### src/rtl/bcd_entry_controller_pkg.sv
// bcd_entry_controller_pkg: terminal key codes, FSM states and digit decode shared by the entry controller
package bcd_entry_controller_pkg;
   localparam logic [7:0] ASCII_CR  = 8'h0D;
   localparam logic [7:0] ASCII_BS  = 8'h08;
   localparam logic [7:0] ASCII_ESC = 8'h1B;
   localparam logic [7:0] ASCII_0   = 8'h30;
   localparam logic [7:0] ASCII_9   = 8'h39;
   typedef enum logic [2:0] {
      S_EMPTY   = 3'd0,
      S_ONE     = 3'd1,
      S_TWO     = 3'd2,
      S_CONVERT = 3'd3,
      S_OUTPUT  = 3'd4
   } state_t;
   function automatic logic is_digit(input logic [7:0] c);
      return (c >= ASCII_0) && (c <= ASCII_9);
   endfunction
endpackage

### src/rtl/bcd_entry_controller_dabble_step.sv
// bcd_entry_controller_dabble_step: one shift-right / subtract-3 iteration of BCD-to-binary conversion
module bcd_entry_controller_dabble_step (
   input  logic [15:0] din_i,
   output logic [15:0] dout_o
);
   logic [15:0] sh;
   assign sh = din_i >> 1;
   assign dout_o = {(sh[15:12] >= 4'd8) ? sh[15:12] - 4'd3 : sh[15:12],
                    (sh[11:8]  >= 4'd8) ? sh[11:8]  - 4'd3 : sh[11:8],
                    sh[7:0]};
endmodule

### src/rtl/bcd_entry_controller.sv
// bcd_entry_controller: collects two ASCII digits, converts the BCD entry to binary, hands it out on valid/ready
module bcd_entry_controller
   import bcd_entry_controller_pkg::*;
#(
   parameter logic [7:0] ENTER_CODE = ASCII_CR,
   parameter logic [7:0] BS_CODE    = ASCII_BS,
   parameter logic [7:0] ESC_CODE   = ASCII_ESC
) (
   input  logic       clk,
   input  logic       reset,
   input  logic [7:0] rx_data,
   input  logic       rx_valid,
   output logic [7:0] bin_out,
   output logic       bin_valid,
   input  logic       bin_ready,
   output logic [7:0] bcd_disp,
   output logic [1:0] digit_cnt,
   output logic       busy,
   output logic       err
);
   state_t      state_q, state_d;
   logic [7:0]  bcd_q, bcd_d;
   logic [15:0] temp_q, temp_d, step_out;
   logic [2:0]  step_q, step_d;
   logic [7:0]  bin_out_q, bin_out_d;
   logic        bin_valid_q, bin_valid_d;
   logic        busy_q, busy_d;
   logic        err_q, err_d;
   logic [1:0]  cnt_q, cnt_d;

   bcd_entry_controller_dabble_step u_step (.din_i(temp_q), .dout_o(step_out));

   // state and output registers, all cleared by synchronous reset
   always_ff @(posedge clk) begin
      if (reset) begin
         state_q     <= S_EMPTY;
         bcd_q       <= 8'h00;
         temp_q      <= 16'h0000;
         step_q      <= 3'd0;
         bin_out_q   <= 8'h00;
         bin_valid_q <= 1'b0;
         busy_q      <= 1'b0;
         err_q       <= 1'b0;
         cnt_q       <= 2'd0;
      end else begin
         state_q     <= state_d;
         bcd_q       <= bcd_d;
         temp_q      <= temp_d;
         step_q      <= step_d;
         bin_out_q   <= bin_out_d;
         bin_valid_q <= bin_valid_d;
         busy_q      <= busy_d;
         err_q       <= err_d;
         cnt_q       <= cnt_d;
      end
   end

   // keystroke decode, conversion sequencing and output handshake
   always_comb begin
      state_d     = state_q;
      bcd_d       = bcd_q;
      temp_d      = temp_q;
      step_d      = step_q;
      bin_out_d   = bin_out_q;
      bin_valid_d = bin_valid_q;
      err_d       = 1'b0;
      case (state_q)
         S_EMPTY, S_ONE, S_TWO: begin
            if (rx_valid) begin
               if (is_digit(rx_data)) begin
                  if (state_q == S_TWO) err_d = 1'b1;
                  else begin
                     bcd_d   = {bcd_q[3:0], rx_data[3:0]};
                     state_d = (state_q == S_EMPTY) ? S_ONE : S_TWO;
                  end
               end else if (rx_data == BS_CODE) begin
                  if (state_q == S_EMPTY) err_d = 1'b1;
                  else begin
                     bcd_d   = (state_q == S_TWO) ? {4'h0, bcd_q[7:4]} : 8'h00;
                     state_d = (state_q == S_TWO) ? S_ONE : S_EMPTY;
                  end
               end else if (rx_data == ESC_CODE) begin
                  bcd_d   = 8'h00;
                  state_d = S_EMPTY;
               end else if (rx_data == ENTER_CODE) begin
                  if (state_q == S_EMPTY) err_d = 1'b1;
                  else begin
                     temp_d  = {bcd_q, 8'h00};
                     step_d  = 3'd0;
                     state_d = S_CONVERT;
                  end
               end else err_d = 1'b1;
            end
         end
         S_CONVERT: begin
            err_d  = rx_valid;
            temp_d = step_out;
            step_d = step_q + 3'd1;
            if (step_q == 3'd7) begin
               bin_out_d   = step_out[7:0];
               bin_valid_d = 1'b1;
               state_d     = S_OUTPUT;
            end
         end
         S_OUTPUT: begin
            err_d = rx_valid;
            if (bin_ready) begin
               bin_valid_d = 1'b0;
               bcd_d       = 8'h00;
               state_d     = S_EMPTY;
            end
         end
         default: state_d = S_EMPTY;
      endcase
      busy_d = (state_d == S_CONVERT) || (state_d == S_OUTPUT);
      cnt_d  = (state_d == S_ONE) ? 2'd1 : (state_d == S_TWO) ? 2'd2 : (state_d == S_EMPTY) ? 2'd0 : cnt_q;
   end

   assign bin_out   = bin_out_q;
   assign bin_valid = bin_valid_q;
   assign bcd_disp  = bcd_q;
   assign digit_cnt = cnt_q;
   assign busy      = busy_q;
   assign err       = err_q;
endmodule

### config.mk
export PLATFORM = sky130hd
export DESIGN_NAME = bcd_entry_controller
export DESIGN_NICKNAME = d
export VERILOG_FILES = /design/src/rtl/bcd_entry_controller_pkg.sv /design/src/rtl/bcd_entry_controller_dabble_step.sv /design/src/rtl/bcd_entry_controller.sv
export SDC_FILE = /design/constraint.sdc
export NUM_CORES = 1
export LEC_CHECK = 0
export CORE_MARGIN = 4
export CORE_UTILIZATION = 46
export CTS_CLUSTER_DIAMETER = 150
export DETAILED_ROUTE_END_ITERATION = 10
export PLACE_DENSITY = 0.7
export SETUP_SLACK_MARGIN = 0.3
export SKIP_CTS_REPAIR_TIMING = 1
export SYNTH_ARGS = -nofsm -noshare
export SYNTH_HDL_FRONTEND = slang
export SYNTH_SLANG_ARGS = --single-unit
export TNS_END_PERCENT = 50
### constraint.sdc
create_clock -name clk -period 6.54 [get_ports clk]
set_input_delay 1.635 -clock clk [delete_from_list [all_inputs] [get_ports clk]]
set_output_delay 1.635 -clock clk [all_outputs]
set_load 0.05 [all_outputs]
-- Word-level counts from Yosys, hierarchy flattened
Index checks and enable logic that the tools add are counted.
- bits of input ports: 12
- output and inout port bits: 21
- word-level logic and storage cells: 108
- register bits after elaboration: 43
- magnitude comparators: 4
- eq/ne operators: 23
- reduce and logical (&&, ||, !) cells: 16
- multiplexer cells: 52
- add/subtract/negate cells: 3
- operator list (kind ; count):
    16-bit two-way mux ; 6
    8-bit two-way mux ; 7
    3-bit two-way mux ; 16
    16-bit case mux with 2 select lines ; 1
    8-bit by 4-bit equality test with 1-bit output, second input constant ; 2
    2-bit inequality test, second input constant ; 8
    8-bit case mux with 2 select lines ; 1
    3-bit by 2-bit equality test with 1-bit output, second input constant ; 4
    4-bit two-way mux ; 3
    1-bit two-way mux ; 11
    3-bit equality test, second input constant ; 3
    3-bit case mux with 3 select lines ; 1
    8-bit by 5-bit equality test with 1-bit output, second input constant ; 1
    8-bit by 6-bit greater-or-equal comparator with 1-bit output, second input constant ; 1
    8-bit by 6-bit <= comparator with 1-bit output, second input constant ; 1
    4-bit inequality test, second input constant ; 2
    2-bit nonzero test ; 4
    7-bit AND reduction ; 1
    3-bit by 1-bit equality test with 1-bit output, second input constant ; 2
    3-bit zero test ; 2
    2-bit two-way mux ; 3
    3-bit case mux with 2 select lines ; 1
    6-bit AND reduction ; 1
    3-bit by 4-bit greater-or-equal comparator with 1-bit output, second input constant ; 1
    13 further kinds ; 15

-- Longest topological paths before layout
- depth after elaboration: 12
- depth in mapped cells: 7
- mapped depth without buffers: 7

-- Cells and area by module
From an unflattened synthesis, not the netlist that was laid out.
- cells, all modules: 273
- area total of the unflattened synthesis: 2299.7 µm²
- modules (own cells, without submodules) (module ; sequential area each (µm²) ; instances ; cells an instance ; area an instance (µm²)):
    bcd_entry_controller ; 860.8 ; 1 ; 249 ; 2129.5
    bcd_entry_controller_dabble_step ; 0.0 ; 1 ; 24 ; 170.2

-- Worst setup path after synthesis
No wires, ideal clock.
- path type: in2reg
- from: input rx_data[5]
- to: register bcd_q[0], in the netlist bcd_disp[0]
- path slack: 3312 ps
- stages on the path: 5
- required time: 6419 ps
- setup time: 121 ps
- arrival: 3106 ps
- path buffers: 0
- cell sequence: or4b_4 -> nor2_4 -> nand3_2 -> a32oi_4 -> mux2_4
- cells in the longest elaborated chain, start to end: 5
- elaborated cells on any way between the ends: 13
- those cells by class: order compare (2); eq/ne (5); mux (4); reduce/logical (2)
- RTL lines (element ; line ; text):
    start: declaration ; bcd_entry_controller.sv:11 ; input logic [7:0] rx_data,
    8-bit by 6-bit greater-or-equal comparator with 1-bit output (tied with other cells) ; bcd_entry_controller_pkg.sv:16 ; return (c >= ASCII_0) && (c <= ASCII_9);
    1-bit logical AND or 8-bit two-way mux (tied branches) ; bcd_entry_controller_pkg.sv:16, bcd_entry_controller.sv:76 ;
    8-bit two-way mux ; bcd_entry_controller.sv:70 ; if (is_digit(rx_data)) begin
    8-bit two-way mux ; bcd_entry_controller.sv:69 ; if (rx_valid) begin
    8-bit case mux with 2 select lines ; bcd_entry_controller.sv:67 ; case (state_q)
    end signal: assignment ; bcd_entry_controller.sv:37 ; bcd_q <= 8'h00;
    end signal: assignment ; bcd_entry_controller.sv:47 ; bcd_q <= bcd_d;
    end: declaration ; bcd_entry_controller.sv:22 ; logic [7:0] bcd_q, bcd_d;
Several ways; a longest one is shown, not always the timed one. The select of a mux whose other input is x is not followed.
A chain may end at the register's enable or synchronous reset.

-- Worst setup path after layout
- from: input rx_data[2]
- to: register bcd_q[3], in the netlist bcd_disp[3]
The elaborated chain is that of the path after synthesis.

==> flow_summary.yaml <==
cts:
  ctsRootBufferMaster: "clkbuf_8"
  cts_num_sinks: 42
  htree_levels: 2
  cts_tree: "done"
  cts_made_buffers: 5
  clk_pin_slew_ns: 0.08
  clock_path_buffers: 2
  insertion_delay_ns: 0.29
sta:
  finalCritPeriodShare_pct: 56.5
  hold_viol: 0
  finalSetupTns_ns: 0
  rsz0062_at_grt: "no"
  finalClockSkew_ns: 0.00615
  slew_viol_final: 0
  worst_slew_pin_slew_ns: 0.816
  finalSetupViolCount: 0
  clock.fmax_mhz: 270
  slew_headroom_pct: 45.6
  layout_min_cycle_time_ns: 3.70
grt:
  grt_overflow: 0
  grt_pass1_vias: 1722
  antenna_found_initial: 0
  grt_max_degree: 38
  grt.total_usage_pct: 15.8
  grt_pass1_wl_um: 7800
critical_path:
  worstSetupPathType: "input pin to flop"
  crit_fanout: 8
  critPathRequiredTime_ns: 6.72
  cp.arrival_ns: 3.88
  r2r_slack_ns: 4.09
  rr_worst_depth: 5
  end_kind: "flop"
  critPathLaunchType: "input pin"
final_layout:
  drive_above_1_share_pct: 8.76
  nFillCells: 417
  area_growth_syn_to_layout_pct: 19.9
  antenna_cells: 0
  final_util_pct: 57.7
  layout.nets: 289
synth:
  synthArstFlopShare_pct: 0
  ys_ff_latch: 42
  yosysTopAreaCellShare_pct: 39.6
  post_synth.cell_area_avg_um2: 8.63
  synth.net_count: 262
  ys_types: 53
  yosysWarnings: 0
  seq_area_frac_synth_pct: 39.6
  synth_ff_type: "dfxtp_1"
  synth_area_leaders: "dfxtp_1 (40%), nand2_1 (7.6%), a21oi_1 (5.0%)"
  synth_top_area_cell: "dfxtp_1"
  synth_common_cells: "nand2_1 (43), dfxtp_1 (42), nor2_1 (26), a21oi_1 (21)"
  netlist_instances: 246
  synth-edff-count: 0
  syn_area_um2: 2120
  yosysMostFrequentCell: "nand2_1"
power_and_ir_drop:
  p_seq_share_pct: 56.1
  power.leakage_uw: 0.000841
  fin_total_pwr_uw: 457
  p_sw_uw: 104
  combPwrFrac_pct: 6.0
  internal_power_uw: 353
  p_sw_share_pct: 22.8
  power_density_nw_per_um2: 180
  ir_drop_mv: 0.123
  pwr-share-clk_pct: 37.9
routing:
  routedWlPerCell_um: 13.8
  first_iter_violations: 98
  routed-wl-met2_um: 2020
  drc: 0
  totalWireLength_um: 4510
  dr_wl_met3_um: 185
  highest_layer: "met4"
  drtPass1Iterations: 5
  ant_nets: 0
  via_per_inst: 5.66
  met1_length_um: 2260
  vias: 1844
hold_path:
  worstHoldPathCells: 2
  hold_class: "flop to flop"
outcome:
  outcome: "finished clean"
die:
  initial_utilization_pct: 48.1
  fp.dieW_um: 75.9
  fp-row-count: 24
  io_pins: 33
  fp.coreArea_um2: 4410
  die_h_um: 75.9
  die_area_um2: 5760
job:
  maxCapViolations: 0
placement:
  place.gp.congestion: 0.852
  numPortBuffers: 32
  dp_hpwl_um: 3250
critical path, stage by stage:
cell and delay (ns):
clkdlybuf4s50_1 0.55, o21ai_1 0.34, and2_1 0.42, nand2_2 0.11, a32oi_4 0.48, mux2_4 0.34
sequential cells by signal, summed over array words and instances, names as in the netlist:
name,flops
temp_q,15
busy,1
step_q,3
bcd_disp,8
digit_cnt,2
bin_out,8
err,1
bin_valid,1
state_q,3
worst paths after layout:
kind                    from           end
setup / recovery  rx_data[2]   bcd_disp[3]
hold / removal    bin_out[3]    bin_out[3]
setup reg to reg  state_q[0]  digit_cnt[0]
hold reg to reg   bin_out[3]    bin_out[3]
power by group through the flow:
stage               registers [uW]  clock network [uW]  logic, uW
floorplan                      264                   0       13.2
global placement               263                   0       27.5
detailed placement             263                   0       27.6
CTS                            257                 180       27.7
global route                   257                 191       30.1
finish                         257                 173       27.7
cell families after synthesis:
| group | after synthesis | share of synthesized area, % |
|---|---|---|
| and+or+nand+nor | 109 | 26.3 |
| muxes | 13 | 7.08 |
| buffers and inverters | 17 | 3.77 |
| AOI/OAI and AO/OA | 58 | 19.6 |
| DFF | 42 | 39.6 |
| adders and majority gates | 4 | 2.36 |
| xor gates and xnor gates | 3 | 1.24 |
metal layers:
layer	global-route usage [%]	up-vias
li1	-	930
met1	21.8	878
met4	3.20	0
met5	0	-
met2	24.7	32
met3	4.15	4
area by class of cell:
type / instances / area (um2) / area share (%)
repair buffers: 33 / 328 / 12.9
clock inverters: 2 / 12.5 / 0.492
clock buffers: 6 / 82.6 / 3.24
inverters: 4 / 15.0 / 0.590
well taps: 52 / 65.1 / 2.56
multi-input cells: 187 / 1200 / 47.2
flip-flops and latches: 42 / 841 / 33.0
cells in the final DEF (no fill, tap or decap), drive strengths merged, types with 6 or more instances in the layout:
master / n
a21oi: 21
clkbuf: 6
clkdlybuf4s50: 32
mux2i: 9
a22oi: 9
dfxtp: 42
nand2: 44
nor2: 27
stage by stage:
stage | area, um2 | hold WS (ns) | cells | setup slack (ns)
6_report | 2540 | 0.456 | 326 | 2.84
5_1_grt | 2540 | 0.481 | 326 | 2.69
3_5_place_dp | 2450 | 0.447 | 318 | 2.56
4_1_cts | 2540 | 0.459 | 326 | 2.87
3_3_place_gp | 2450 | 0.440 | 318 | 2.59
2_1_floorplan | 2120 | 0.432 | 246 | 3.31
No activity file was read; power rests on OpenSTA's default activity.
